**src/rtl/vdp_vram_ctrl.sv**
```systemverilog
// VDP video RAM sequencer: CPU port decode, write FIFO, read-ahead buffer and
// a single-port RAM arbiter in which the raster fetch always wins.
//
// state  | meaning
// IDLE   | pick next access: video, then FIFO write, then read-ahead
// VID    | video fetch address on the RAM; ack follows next clk
// CPU_WR | FIFO head written to the RAM for one clk
// CPU_RD | read-ahead address on the RAM; data captured next clk

module vdp_vram_ctrl #(
  parameter int ADDR_W     = 14,
  parameter int FIFO_DEPTH = 4
) (
  input  logic              clk,
  input  logic              reset_n,
  input  logic              cpu_wr_stb,
  input  logic              cpu_rd_stb,
  input  logic              cpu_port,
  input  logic [7:0]        cpu_wdata,
  output logic [7:0]        cpu_rdata,
  output logic              cpu_busy,
  output logic              overflow,
  output logic              reg_we,
  output logic [2:0]        reg_num,
  output logic [7:0]        reg_data,
  input  logic              vid_req,
  input  logic [ADDR_W-1:0] vid_addr,
  output logic              vid_ack,
  output logic [7:0]        vid_rdata,
  output logic [ADDR_W-1:0] vram_addr,
  output logic [7:0]        vram_wdata,
  output logic              vram_we,
  input  logic [7:0]        vram_rdata
);

  localparam int IDX_W = (FIFO_DEPTH > 1) ? $clog2(FIFO_DEPTH) : 1;
  localparam int CNT_W = IDX_W + 1;

  typedef enum logic [1:0] {IDLE, VID, CPU_WR, CPU_RD} state_t;

  state_t state, state_nxt;

  logic              flag;
  logic [7:0]        byte_lo;
  logic [ADDR_W-1:0] ptr;
  logic [ADDR_W-1:0] ptr_inc;
  logic [ADDR_W-1:0] set_ptr;
  logic [ADDR_W-1:0] sched_addr;
  logic [13:0]       addr14;

  logic [ADDR_W-1:0] fifo_addr [FIFO_DEPTH];
  logic [7:0]        fifo_data [FIFO_DEPTH];
  logic [IDX_W-1:0]  wr_idx, rd_idx;
  logic [CNT_W-1:0]  fifo_cnt;
  logic              fifo_full, fifo_empty;

  logic [ADDR_W-1:0] ra_addr;
  logic [7:0]        ra_data;
  logic              ra_pending, ra_valid, ra_redo;

  logic              vid_ack_q, rd_cap_q;

  logic wr_acc, rd_acc;
  logic ctrl_wr, data_wr, ctrl_rd, data_rd;
  logic set_addr, set_reg, read_mode_set;
  logic push, pop, sched;

  // A write strobe shadows a simultaneous read strobe.
  assign wr_acc  = cpu_wr_stb;
  assign rd_acc  = cpu_rd_stb & ~cpu_wr_stb;
  assign ctrl_wr = wr_acc &  cpu_port;
  assign data_wr = wr_acc & ~cpu_port;
  assign ctrl_rd = rd_acc &  cpu_port;
  assign data_rd = rd_acc & ~cpu_port;

  assign set_reg       = ctrl_wr & flag &  cpu_wdata[7];
  assign set_addr      = ctrl_wr & flag & ~cpu_wdata[7];
  assign read_mode_set = set_addr & ~cpu_wdata[6];

  assign fifo_full  = (fifo_cnt == CNT_W'(FIFO_DEPTH));
  assign fifo_empty = (fifo_cnt == '0);
  assign push       = data_wr & ~fifo_full;
  assign pop        = (state == CPU_WR) & ~fifo_empty;
  assign sched      = read_mode_set | data_rd;

  assign addr14     = {cpu_wdata[5:0], byte_lo};
  assign set_ptr    = ADDR_W'(addr14);
  assign ptr_inc    = ptr + ADDR_W'(1);
  assign sched_addr = read_mode_set ? set_ptr : ptr_inc;

  assign cpu_busy  = fifo_full | ra_pending;
  assign vid_ack   = vid_ack_q;
  assign vid_rdata = vid_ack_q ? vram_rdata : 8'h00;

  always_ff @(posedge clk or negedge reset_n) begin
    if (!reset_n) begin
      flag      <= 1'b0;
      byte_lo   <= 8'h00;
      ptr       <= '0;
      overflow  <= 1'b0;
      cpu_rdata <= 8'h00;
      reg_we    <= 1'b0;
      reg_num   <= 3'd0;
      reg_data  <= 8'h00;
    end else begin
      reg_we <= set_reg;
      if (wr_acc | rd_acc)
        flag <= ctrl_wr & ~flag;
      if (ctrl_wr & ~flag)
        byte_lo <= cpu_wdata;
      if (set_reg) begin
        reg_num  <= cpu_wdata[2:0];
        reg_data <= byte_lo;
      end
      if (set_addr)
        ptr <= set_ptr;
      else if (push | data_rd)
        ptr <= ptr_inc;
      if (ctrl_rd)
        overflow <= 1'b0;
      else if (data_wr & fifo_full)
        overflow <= 1'b1;
      if (ctrl_rd)
        cpu_rdata <= {overflow, 7'b0};
      else if (data_rd)
        cpu_rdata <= ra_valid ? ra_data : 8'h00;
    end
  end

  always_ff @(posedge clk or negedge reset_n) begin
    if (!reset_n) begin
      wr_idx   <= '0;
      rd_idx   <= '0;
      fifo_cnt <= '0;
    end else if (read_mode_set) begin
      wr_idx   <= '0;
      rd_idx   <= '0;
      fifo_cnt <= '0;
    end else begin
      if (push)
        wr_idx <= wr_idx + IDX_W'(1);
      if (pop)
        rd_idx <= rd_idx + IDX_W'(1);
      case ({push, pop})
        2'b10:   fifo_cnt <= fifo_cnt + CNT_W'(1);
        2'b01:   fifo_cnt <= fifo_cnt - CNT_W'(1);
        default: fifo_cnt <= fifo_cnt;
      endcase
    end
  end

  always_ff @(posedge clk) begin
    if (push) begin
      fifo_addr[wr_idx] <= ptr;
      fifo_data[wr_idx] <= cpu_wdata;
    end
  end

  // A reschedule that lands while the old fetch is in flight makes that
  // fetch stale; ra_redo discards its data so the new address is fetched.
  always_ff @(posedge clk or negedge reset_n) begin
    if (!reset_n) begin
      ra_addr    <= '0;
      ra_data    <= 8'h00;
      ra_pending <= 1'b0;
      ra_valid   <= 1'b0;
      ra_redo    <= 1'b0;
    end else if (sched) begin
      ra_addr    <= sched_addr;
      ra_pending <= 1'b1;
      ra_valid   <= 1'b0;
      ra_redo    <= (state == CPU_RD);
    end else if (rd_cap_q) begin
      if (ra_redo) begin
        ra_redo <= 1'b0;
      end else begin
        ra_data    <= vram_rdata;
        ra_valid   <= 1'b1;
        ra_pending <= 1'b0;
      end
    end
  end

  always_ff @(posedge clk or negedge reset_n) begin
    if (!reset_n) begin
      state     <= IDLE;
      vid_ack_q <= 1'b0;
      rd_cap_q  <= 1'b0;
    end else begin
      state     <= state_nxt;
      vid_ack_q <= (state == VID);
      rd_cap_q  <= (state == CPU_RD);
    end
  end

  // The ack cycle grants nothing: vid_req is still the old request there,
  // and a requester that re-asserts at once keeps the RAM to itself.
  always_comb begin
    state_nxt  = state;
    vram_addr  = '0;
    vram_wdata = 8'h00;
    vram_we    = 1'b0;
    case (state)
      IDLE: begin
        if (vid_ack_q)
          state_nxt = IDLE;
        else if (vid_req)
          state_nxt = VID;
        else if (!fifo_empty)
          state_nxt = CPU_WR;
        else if (ra_pending && !rd_cap_q)
          state_nxt = CPU_RD;
      end
      VID: begin
        vram_addr = vid_addr;
        state_nxt = IDLE;
      end
      CPU_WR: begin
        vram_addr  = fifo_addr[rd_idx];
        vram_wdata = fifo_data[rd_idx];
        vram_we    = ~fifo_empty;
        state_nxt  = IDLE;
      end
      CPU_RD: begin
        vram_addr = ra_addr;
        state_nxt = IDLE;
      end
      default: state_nxt = IDLE;
    endcase
  end

endmodule
```
**config.mk**
```make
export PLATFORM = sky130hd
export DESIGN_NAME = vdp_vram_ctrl
export DESIGN_NICKNAME = d
export VERILOG_FILES = /design/src/rtl/vdp_vram_ctrl.sv
export SDC_FILE = /design/constraint.sdc
export NUM_CORES = 1
export LEC_CHECK = 0
export CAP_MARGIN = 0
export CORE_ASPECT_RATIO = 2
export CORE_MARGIN = 8
export CORE_UTILIZATION = 50
export DETAILED_ROUTE_END_ITERATION = 8
export MAX_ROUTING_LAYER = met4
export PLACE_DENSITY_LB_ADDON = 0.05
export SYNTH_ARGS = -nofsm -noshare
export SYNTH_HDL_FRONTEND = slang
export SYNTH_SLANG_ARGS = --single-unit
```
**constraint.sdc**
```tcl
create_clock -name clk -period 4.66 [get_ports clk]
set_input_delay 1.398 -clock clk [delete_from_list [all_inputs] [get_ports clk]]
set_output_delay 1.398 -clock clk [all_outputs]
set_load 0.02 [all_outputs]
```
==> metrics, run 1 <==
DR pass1 iterations 4; Clock power frac 24.2%; # nets final 658; initial antenna violation count 0; post-synth top area cell edfxtp_1; R2R cell count 7; Gates resized, CTS repair 0; worst r2r dst fifo_cnt[2]; initial DRC count 330; filler instances 1134; highest routed layer met4; top_reg_cell synth edfxtp_1; RSZ-0062 raised after global routing false; pre-CTS WS 0.422 ns; CP startpoint kind primary input; Post-synth EDFFs 88; Setup Skew 0.0109 ns; Buffers on Ports 89; GP Congestion 0.841; Net Count, Synth 561; Seq pwr share 42.3%; WL per Instance 23.3 um; Setup TNS 0 ns; Clk pin slew, worst setup/hold paths 0.06 ns; FF-to-FF Start fifo_cnt[0]; MaxCap Viol Count 0; synthesized area 7260 um2; critical path class in -> out; clock tree buffer depth 2; Max Clock Freq 0.236 GHz; syn_area_per_cell 14.0 um2; synth warn 0; H-Tree Depth 4; fraction of power spent switching nets 34.1%; Worst-Margin Slew 1.05 ns; Post-CTS Setup Inserts 0; worst hold path depth 2; row cnt 62; Post-DRT Antenna Nets 0; status finished, final reports clean; final worst-path cycle share 90.9%; total number of vias 4813; Slew HR 29.9%; Seq/Total Area, Yosys 64.0%; Final Max Slew Viols 0; post-synth top area share 36.4%; combinational share of power 33.5%; vias in the first global route 5136; core area 14300 um2; Synth cell types 49; clk sinks 168; r2r setup slk 2.36 ns; worst hold endpoint cpu_rdata[7]; Worst path top cell family by delay buffers and inverters; Die X 101 um; worst setup margin 0.422 ns; Crit path buffers/inverters 2; overall power 5.60 mW; hold-fix buffers at CTS 0; most frequent CP cell clkdlybuf4s50_1; DR WL met3 1010 um; metal1 wirelength 6990 um; P_leak 3.46 nW; minimum clock period 4.24 ns; mean number of vias per cell 5.86; pin count of the biggest net entering global routing 81; DR WL met2 10300 um; share of layout cells above drive strength 1 17.0%; total CTS buffers 17; Area contributors post-synth edfxtp_1, dfrtp_1, mux4_2; setup violators final 0; Psw 1.91 mW; Tot GR Track Use 22.2%; #FFs+latches synth 168; Clk Latency, worst-skew pair 0.42 ns; area of the multi-input gates 2460 um2; first-pass GRT wire length 30000 um; Critical Path RT 3.26 ns; CP Capture Type output port; critical-path cell list clkdlybuf4s50_1, mux2_2, a22o_1, clkdlybuf4s50_1; # IOs 90; CTS tree done; Int Pwr 3.69 mW; type of the most critical hold path reg -> reg; Antenna diodes 0; CP arrival 2.84 ns; power per cell area 626 nW/um2; Die Ht 186 um; Final Hold Vio Count 0; ys async rst share 47.6%; Hold Slack 0.477 ns; slowest stage delay, CP 0.55 ns; post-DP HPWL 13200 um; synthesis-to-layout area growth 23.5%; CTS root buf clkbuf_16; effective utilization at floorplan 50.8%; Cells after Synth 519; Die ar. 18900 um2; Post-synth top cells edfxtp_1, dfrtp_1, nand2_1; Post-Route WL 19200 um; GRT overflow 0; count leader, synth edfxtp_1; Reg area 4640 um2; min-delay src cpu_rdata[7]; worst IR drop on VDD 0.000335 V; critical path peak fanout 1; slowest CP cell clkdlybuf4s50_1; DRC Markers 0
layout make-up:
type,instances,area share [%]
flip-flops and latches,168,51.8
multi-input cells,317,27.5
repair buffers,104,11.3
clock buffers,22,5.31
well taps,192,2.68
clock inverters,10,1.02
inverters,8,0.335
metal layers:
layer	GRT usage (%)	vias to the layer above
li1	-	2135
met1	24.3	2456
met2	36.3	167
met3	4.14	55
met4	13.4	0
met5	-	-
cell families (layout without fill, tap and decap cells):
group / Yosys count / after routing / share of synthesized area [%]
DFF: 168 / 168 / 64.0
and+or+nand+nor: 161 / 161 / 11.1
AOI/OAI and AO/OA: 80 / 80 / 7.98
muxes: 54 / 54 / 11.8
buffers and inverters: 34 / 144 / 2.03
xor gates and xnor gates: 16 / 16 / 1.93
adders and majority gates: 6 / 6 / 1.14
cell usage in the layout (no fill, tap or decap), drive strengths merged, types with 21 or more instances in the layout:
cell / netlist / final
a22o: 21 / 21
and2: 22 / 22
clkbuf: 14 / 22
clkdlybuf4s50: 0 / 88
dfrtp: 80 / 80
edfxtp: 88 / 88
mux2: 30 / 30
mux4: 22 / 22
nand2: 55 / 55
nor2: 31 / 31
stage by stage:
step	cell area, um2	util (%)	std cells
final	8960	62.8	821
after floorplan	7260	-	519
after global routing	8960	62.8	821
after global placement	8390	58.8	789
after detailed placement	8390	58.8	789
after CTS	8960	62.8	821
worst register-to-register path: cells and delay by family (launching register included):
kind | cells | cell delay (ns)
AO/OA/AOI/OAI | 1 | 0.11
adder cells (fa/ha/maj) | 1 | 0.41
flip-flops | 1 | 0.48
AND/OR/NAND/NOR | 5 | 1.17
sequential cells by signal (all words and copies together) (netlist names):
signal / cells
byte_lo: 8
cpu_rdata: 8
fifo_addr: 56
fifo_cnt: 3
fifo_data: 32
flag: 1
overflow: 1
ptr: 14
ra_addr: 14
ra_data: 8
ra_pending: 1
ra_redo: 1
ra_valid: 1
rd_cap_q: 1
rd_idx: 2
reg_data: 8
reg_num: 3
reg_we: 1
state: 2
vid_ack: 1
wr_idx: 2
worst max-delay path by stage:
stage,startpoint,end,slack [ns],cells past startpoint
5_1_grt,vid_addr[0],vram_addr[0],0.39,4
4_1_cts,vid_addr[0],vram_addr[0],0.41,4
3_5_place_dp,vid_addr[0],vram_addr[0],0.42,4
3_3_place_gp,vid_addr[0],vram_addr[0],0.40,4
2_1_floorplan,vid_addr[0],vram_addr[0],1.37,2
6_report,vid_addr[0],vram_addr[0],0.42,4
power by group through the flow:
stage	Clock, mW	Sequential [mW]	Combinational (mW)
2_1_floorplan	0	2.27	1.21
6_report	1.36	2.37	1.88
3_3_place_gp	0	2.37	1.88
4_1_cts	1.38	2.37	1.91
3_5_place_dp	0	2.39	1.89
5_1_grt	1.44	2.42	2.03
(Power assumes the default switching activity.)
==> run 2: changes to the inputs <==
CELL_PAD_IN_SITES_DETAIL_PLACEMENT = 1   (was default)
CELL_PAD_IN_SITES_GLOBAL_PLACEMENT = 2   (was default)
CORE_UTILIZATION = 42   (was 50)
==> metrics, run 2 (synthesis gave the netlist of run 1 again) <==
filler instances 1696 (was 1134); placed cell area 8410 um2 (was 8390 um2); core area 17100 um2 (was 14300 um2); GRT busiest layer met2 (unchanged); P_leak 3.46 nW (about the same); initial DRC count 180 (was 330); Gates resized, CTS repair 0 (unchanged); Post-CTS Setup Inserts 0 (unchanged); GR Layer Usage met3 3.35% (was 4.14%); overall power 5.69 mW (was 5.60 mW); CTS root buf clkbuf_16 (unchanged); Clk pin slew, worst setup/hold paths 0.06 ns (about the same); MaxCap Viol Count 0 (unchanged); Die X 109 um (was 101 um); met2 Use GR 31.6% (was 36.3%); Critical Path RT 3.26 ns (about the same); status finished, final reports clean (unchanged); Clock power frac 25.8% (was 24.2%); vias in the first global route 5273 (was 5136); clock tree buffer depth 2 (unchanged); hold-fix buffers at CTS 0 (unchanged); Die Ht 202 um (was 186 um); initial antenna violation count 0 (unchanged); Setup Skew 0.00843 ns (was 0.0109 ns); final worst-path cycle share 91.1% (was 90.9%); fraction of power spent switching nets 33.7% (was 34.1%); first-pass GRT wire length 31100 um (was 30000 um); worst IR drop on VDD 0.000287 V (was 0.000335 V); type of the most critical hold path reg -> reg (unchanged); Max Clock Freq 0.236 GHz (about the same); DRC Markers 0 (unchanged); GRT overflow 0 (unchanged); Clk Latency, worst-skew pair 0.42 ns (about the same); Hold Slack 0.487 ns (was 0.477 ns); synthesis-to-layout area growth 24.3% (was 23.5%); Final Max Slew Viols 0 (unchanged); GP Congestion 0.757 (was 0.841); final core occ 52.8% (was 62.8%); Int Pwr 3.77 mW (was 3.69 mW); RSZ-0062 raised after global routing false (unchanged); Final Hold Vio Count 0 (unchanged); Tot GR Track Use 19.6% (was 22.2%); Post-DRT Antenna Nets 0 (unchanged); Worst path top cell family by delay buffers and inverters (unchanged); pin count of the biggest net entering global routing 66 (was 81); worst r2r dst fifo_cnt[2] (unchanged); minimum clock period 4.25 ns (was 4.24 ns); Post-Route WL 19600 um (was 19200 um); total CTS buffers 17 (unchanged); Critical Path Source vid_addr[2] (was vid_addr[0]); Worst Setup EP vram_addr[2] (was vram_addr[0]); critical path class in -> out (unchanged); Reg area 4640 um2 (unchanged); share of layout cells above drive strength 1 17.5% (was 17.0%); Die ar. 22000 um2 (was 18900 um2); critical-path cell list clkdlybuf4s50_1, mux2_2, a22o_1, clkdlybuf4s50_1 (unchanged); effective utilization at floorplan 42.4% (was 50.8%); Antenna diodes 0 (unchanged); combinational share of power 33.4% (was 33.5%); Largest regs fifo_addr: 56 flops, fifo_data: 32 flops (unchanged); max reg flops 56 (unchanged); Slew HR 39.6% (was 29.9%); FF-to-FF Start fifo_cnt[0] (unchanged); slowest CP cell clkdlybuf4s50_1 (unchanged); Top reg by flops fifo_addr (unchanged); critical path peak fanout 1 (unchanged); # IOs 90 (unchanged); GR Util met1 23.9% (was 24.3%); mean number of vias per cell 5.62 (was 5.86); Setup TNS 0 ns (unchanged); R2R cell count 6 (was 7); CTS tree done (unchanged); Buffers on Ports 89 (unchanged); DR pass1 iterations 4 (unchanged); setup violators final 0 (unchanged); row cnt 68 (was 62); H-Tree Depth 4 (unchanged); slowest stage delay, CP 0.56 ns (was 0.55 ns); Final Cell Area 9020 um2 (was 8960 um2); CP arrival 2.85 ns (was 2.84 ns); Crit path buffers/inverters 2 (unchanged); area of the multi-input gates 2460 um2 (unchanged); Critical Path Stages 4 (unchanged); Worst-Margin Slew 0.906 ns (was 1.05 ns); r2r setup slk 2.20 ns (was 2.36 ns); power per cell area 631 nW/um2 (was 626 nW/um2); most frequent CP cell clkdlybuf4s50_1 (unchanged); CP startpoint kind primary input (unchanged); commonest non-fill, non-tap cells in the layout edfxtp_1, clkdlybuf4s50_1, dfrtp_1 (unchanged); CP Capture Type output port (unchanged); Seq pwr share 40.9% (was 42.3%); post-DP HPWL 13400 um (was 13200 um); total number of vias 4718 (was 4813); Psw 1.92 mW (was 1.91 mW); clk sinks 168 (unchanged); # nets final 659 (was 658); WL per Instance 23.4 um (was 23.3 um)
-- run 2: changes by cell type in the layout (fill, tap and decap cells not counted), moves of 2 or more --
cell	previous run	this run
buf_4	15	17
bufinv_16	1	3
clkbuf_1	3	1
clkinv_2	3	1
clkinvlp_4	1	5
inv_4	2	0
-- run 2: worst min-delay path: cells and delay by family, from the launching register on --
family,cells,cell delay (ns)
flip-flops,1,0.35
AND/OR/NAND/NOR,2,0.10
-- run 2: power groups by stage --
stage | combinational (mW) | sequential (mW) | clock (mW)
after CTS | 1.94 | 2.33 | 1.50
after floorplan | 1.21 | 2.27 | 0
after detailed placement | 1.93 | 2.35 | 0
after global placement | 1.88 | 2.33 | 0
final | 1.90 | 2.32 | 1.47
after global routing | 2.08 | 2.38 | 1.54
-- run 2: layout make-up --
cell class,instances,area share [%]
Sequential cell,168,51.5
Multi-Input combinational cell,317,27.3
Timing Repair Buffer,105,11.2
Clock buffer,19,4.91
Tap cell,210,2.91
Clock inverter,13,1.89
Inverter,8,0.333
-- run 2: routing by layer --
metal  part of all wire [%]  wire length [um]
met4                    1.9               371
met2                     52             10200
met1                     42              8320
met3                    3.7               717
met5                      0                 0
-- run 2: worst min path at each step --
stage                   endpoint  slack, ns  cells past startpoint        start
global route        cpu_rdata[0]       0.51                      1   ra_data[0]
detailed placement    reg_num[1]       0.47                      2   reg_num[1]
floorplan             ra_addr[1]       0.44                      2   ra_addr[1]
CTS                   reg_num[1]       0.49                      2   reg_num[1]
global placement     reg_data[7]       0.46                      2  reg_data[7]
finish               reg_data[2]       0.49                      2  reg_data[2]
-- run 2: stage by stage --
stage          std cells  setup WS [ns]
6_report             840          0.415
5_1_grt              840          0.375
4_1_cts              840          0.405
3_5_place_dp         808          0.405
3_3_place_gp         808          0.394
2_1_floorplan        519           1.37
==> run 3: changes to the inputs <==
CORE_MARGIN = 2   (was 8)
TNS_END_PERCENT = 50   (was default)
==> metrics, run 3 (synthesis gave the netlist of run 1 again) <==
status finished, final reports clean (unchanged); final worst-path cycle share 90.9% (was 91.1%); core area 17100 um2 (unchanged); RSZ-0062 raised after global routing false (unchanged); Antenna diodes 0 (unchanged); Buffers on Ports 89 (unchanged); Final Max Slew Viols 0 (unchanged); initial antenna violation count 0 (unchanged); DR pass1 iterations 4 (unchanged); # IOs 90 (unchanged); mean number of vias per cell 5.55 (was 5.62); Max Clock Freq 0.236 GHz (about the same); Worst path top cell family by delay buffers and inverters (unchanged); Final Hold Vio Count 0 (unchanged); worst setup margin 0.424 ns (was 0.415 ns); max reg flops 56 (unchanged); slowest CP cell clkdlybuf4s50_1 (unchanged); Critical Path RT 3.26 ns (about the same); GP Congestion 0.776 (was 0.757); Post-CTS Setup Inserts 0 (unchanged); worst hold endpoint reg_num[0] (was reg_data[2]); critical path peak fanout 1 (unchanged); GRT overflow 0 (unchanged); Setup TNS 0 ns (unchanged); Crit path buffers/inverters 2 (unchanged); r2r setup slk 2.23 ns (was 2.20 ns); type of the most critical hold path reg -> reg (unchanged); P_leak 3.47 nW (was 3.46 nW); Die Ht 190 um (was 202 um); clock tree buffer depth 2 (unchanged); FF-to-FF Start state[0] (was fifo_cnt[0]); Setup Skew 0.00731 ns (was 0.00843 ns); CTS tree done (unchanged); worst hold path depth 2 (unchanged); Post-DRT Antenna Nets 0 (unchanged); R2R cell count 6 (unchanged); most frequent CP cell clkdlybuf4s50_1 (unchanged); H-Tree Depth 4 (unchanged); total CTS buffers 17 (unchanged); Post-Route WL 18700 um (was 19600 um); Tot GR Track Use 22.3% (was 19.6%); vias in the first global route 5045 (was 5273); Die X 96.9 um (was 109 um); CP Capture Type output port (unchanged); minimum clock period 4.24 ns (was 4.25 ns); synthesis-to-layout area growth 24.5% (was 24.3%); commonest non-fill, non-tap cells in the layout edfxtp_1, clkdlybuf4s50_1, dfrtp_1 (unchanged); row cnt 68 (unchanged); power per cell area 628 nW/um2 (was 631 nW/um2); CTS root buf clkbuf_16 (unchanged); slowest stage delay, CP 0.54 ns (was 0.56 ns); pre-CTS WS 0.399 ns (was 0.405 ns); total number of vias 4659 (was 4718); Critical Path Source vid_addr[2] (unchanged); setup violators final 0 (unchanged); CP startpoint kind primary input (unchanged); first-pass GRT wire length 29800 um (was 31100 um); Clk Latency, worst-skew pair 0.43 ns (was 0.42 ns); initial DRC count 281 (was 180); DRC Markers 0 (unchanged); worst r2r dst fifo_cnt[2] (unchanged); critical path class in -> out (unchanged); min-delay src reg_num[0] (was reg_data[2]); hold-fix buffers at CTS 0 (unchanged); critical-path cell list clkdlybuf4s50_1, mux2_2, a22o_1, clkdlybuf4s50_1 (unchanged); WL per Instance 22.3 um (was 23.4 um); overall power 5.67 mW (was 5.69 mW); MaxCap Viol Count 0 (unchanged); Slew HR 35.2% (was 39.6%); worst IR drop on VDD 0.000309 V (was 0.000287 V); pin count of the biggest net entering global routing 42 (was 66); Clk pin slew, worst setup/hold paths 0.07 ns (was 0.06 ns); Gates resized, CTS repair 0 (unchanged); # nets final 659 (unchanged); Worst-Margin Slew 0.973 ns (was 0.906 ns); clk sinks 168 (unchanged); final core occ 52.8% (about the same); share of layout cells above drive strength 1 17.6% (was 17.5%); Die ar. 18400 um2 (was 22000 um2); Top reg by flops fifo_addr (unchanged); Largest regs fifo_addr: 56 flops, fifo_data: 32 flops (unchanged); effective utilization at floorplan 42.4% (unchanged); CP arrival 2.84 ns (was 2.85 ns); post-DP HPWL 12800 um (was 13400 um)
[run 3: changes by cell type in the layout (fill, tap and decap cells not counted), sizes merged]
cell      delta
bufinv       -1
clkbuf       -1
clkinv       +1
clkinvlp     -3
inv          +4
[run 3: cell type report]
class / count / area, um2
clock inverters: 14 / 183
inverters: 8 / 30.0
flip-flops and latches: 168 / 4640
well taps: 210 / 263
repair buffers: 105 / 1010
clock buffers: 18 / 439
multi-input cells: 317 / 2460
fillers: 1713 / 8070
[run 3: worst max path at each step]
stage / depth (start not counted) / endpoint
floorplan: 2 / vram_addr[0]
global placement: 4 / vram_addr[2]
detailed placement: 4 / vram_addr[2]
CTS: 4 / vram_addr[2]
global route: 4 / vram_addr[0]
finish: 4 / vram_addr[2]
[run 3: stage by stage]
| stage | cells | hold WS, ns | instance area, um2 |
|---|---|---|---|
| after CTS | 840 | 0.490 | 9030 |
| after floorplan | 519 | 0.440 | 7260 |
| after global placement | 808 | 0.461 | 8410 |
| final | 840 | 0.485 | 9030 |
| after global routing | 840 | 0.512 | 9030 |
| after detailed placement | 808 | 0.466 | 8410 |
[run 3: layer usage]
| layer | vias up | track usage [%] | routed length [um] |
|---|---|---|---|
| met4 | 0 | 8.67 | 499 |
| met5 | - | - | 0 |
| met1 | 2366 | 27.8 | 7810 |
| met3 | 33 | 3.67 | 727 |
| met2 | 122 | 36.6 | 9710 |
| li1 | 2138 | - | - |
[run 3: power by group]
part | internal, mW | leakage (nW) | switching, mW
Sequential | 1.98 | 1.77 | 0.416
Combinational | 0.927 | 1.41 | 0.886
Clock | 0.829 | 0.298 | 0.636
[run 3: worst min-delay path, cell delays in order (launching register included)]
cell     delay (ns)
dfrtp_1        0.35
nand2_1        0.05
nand2_1        0.06
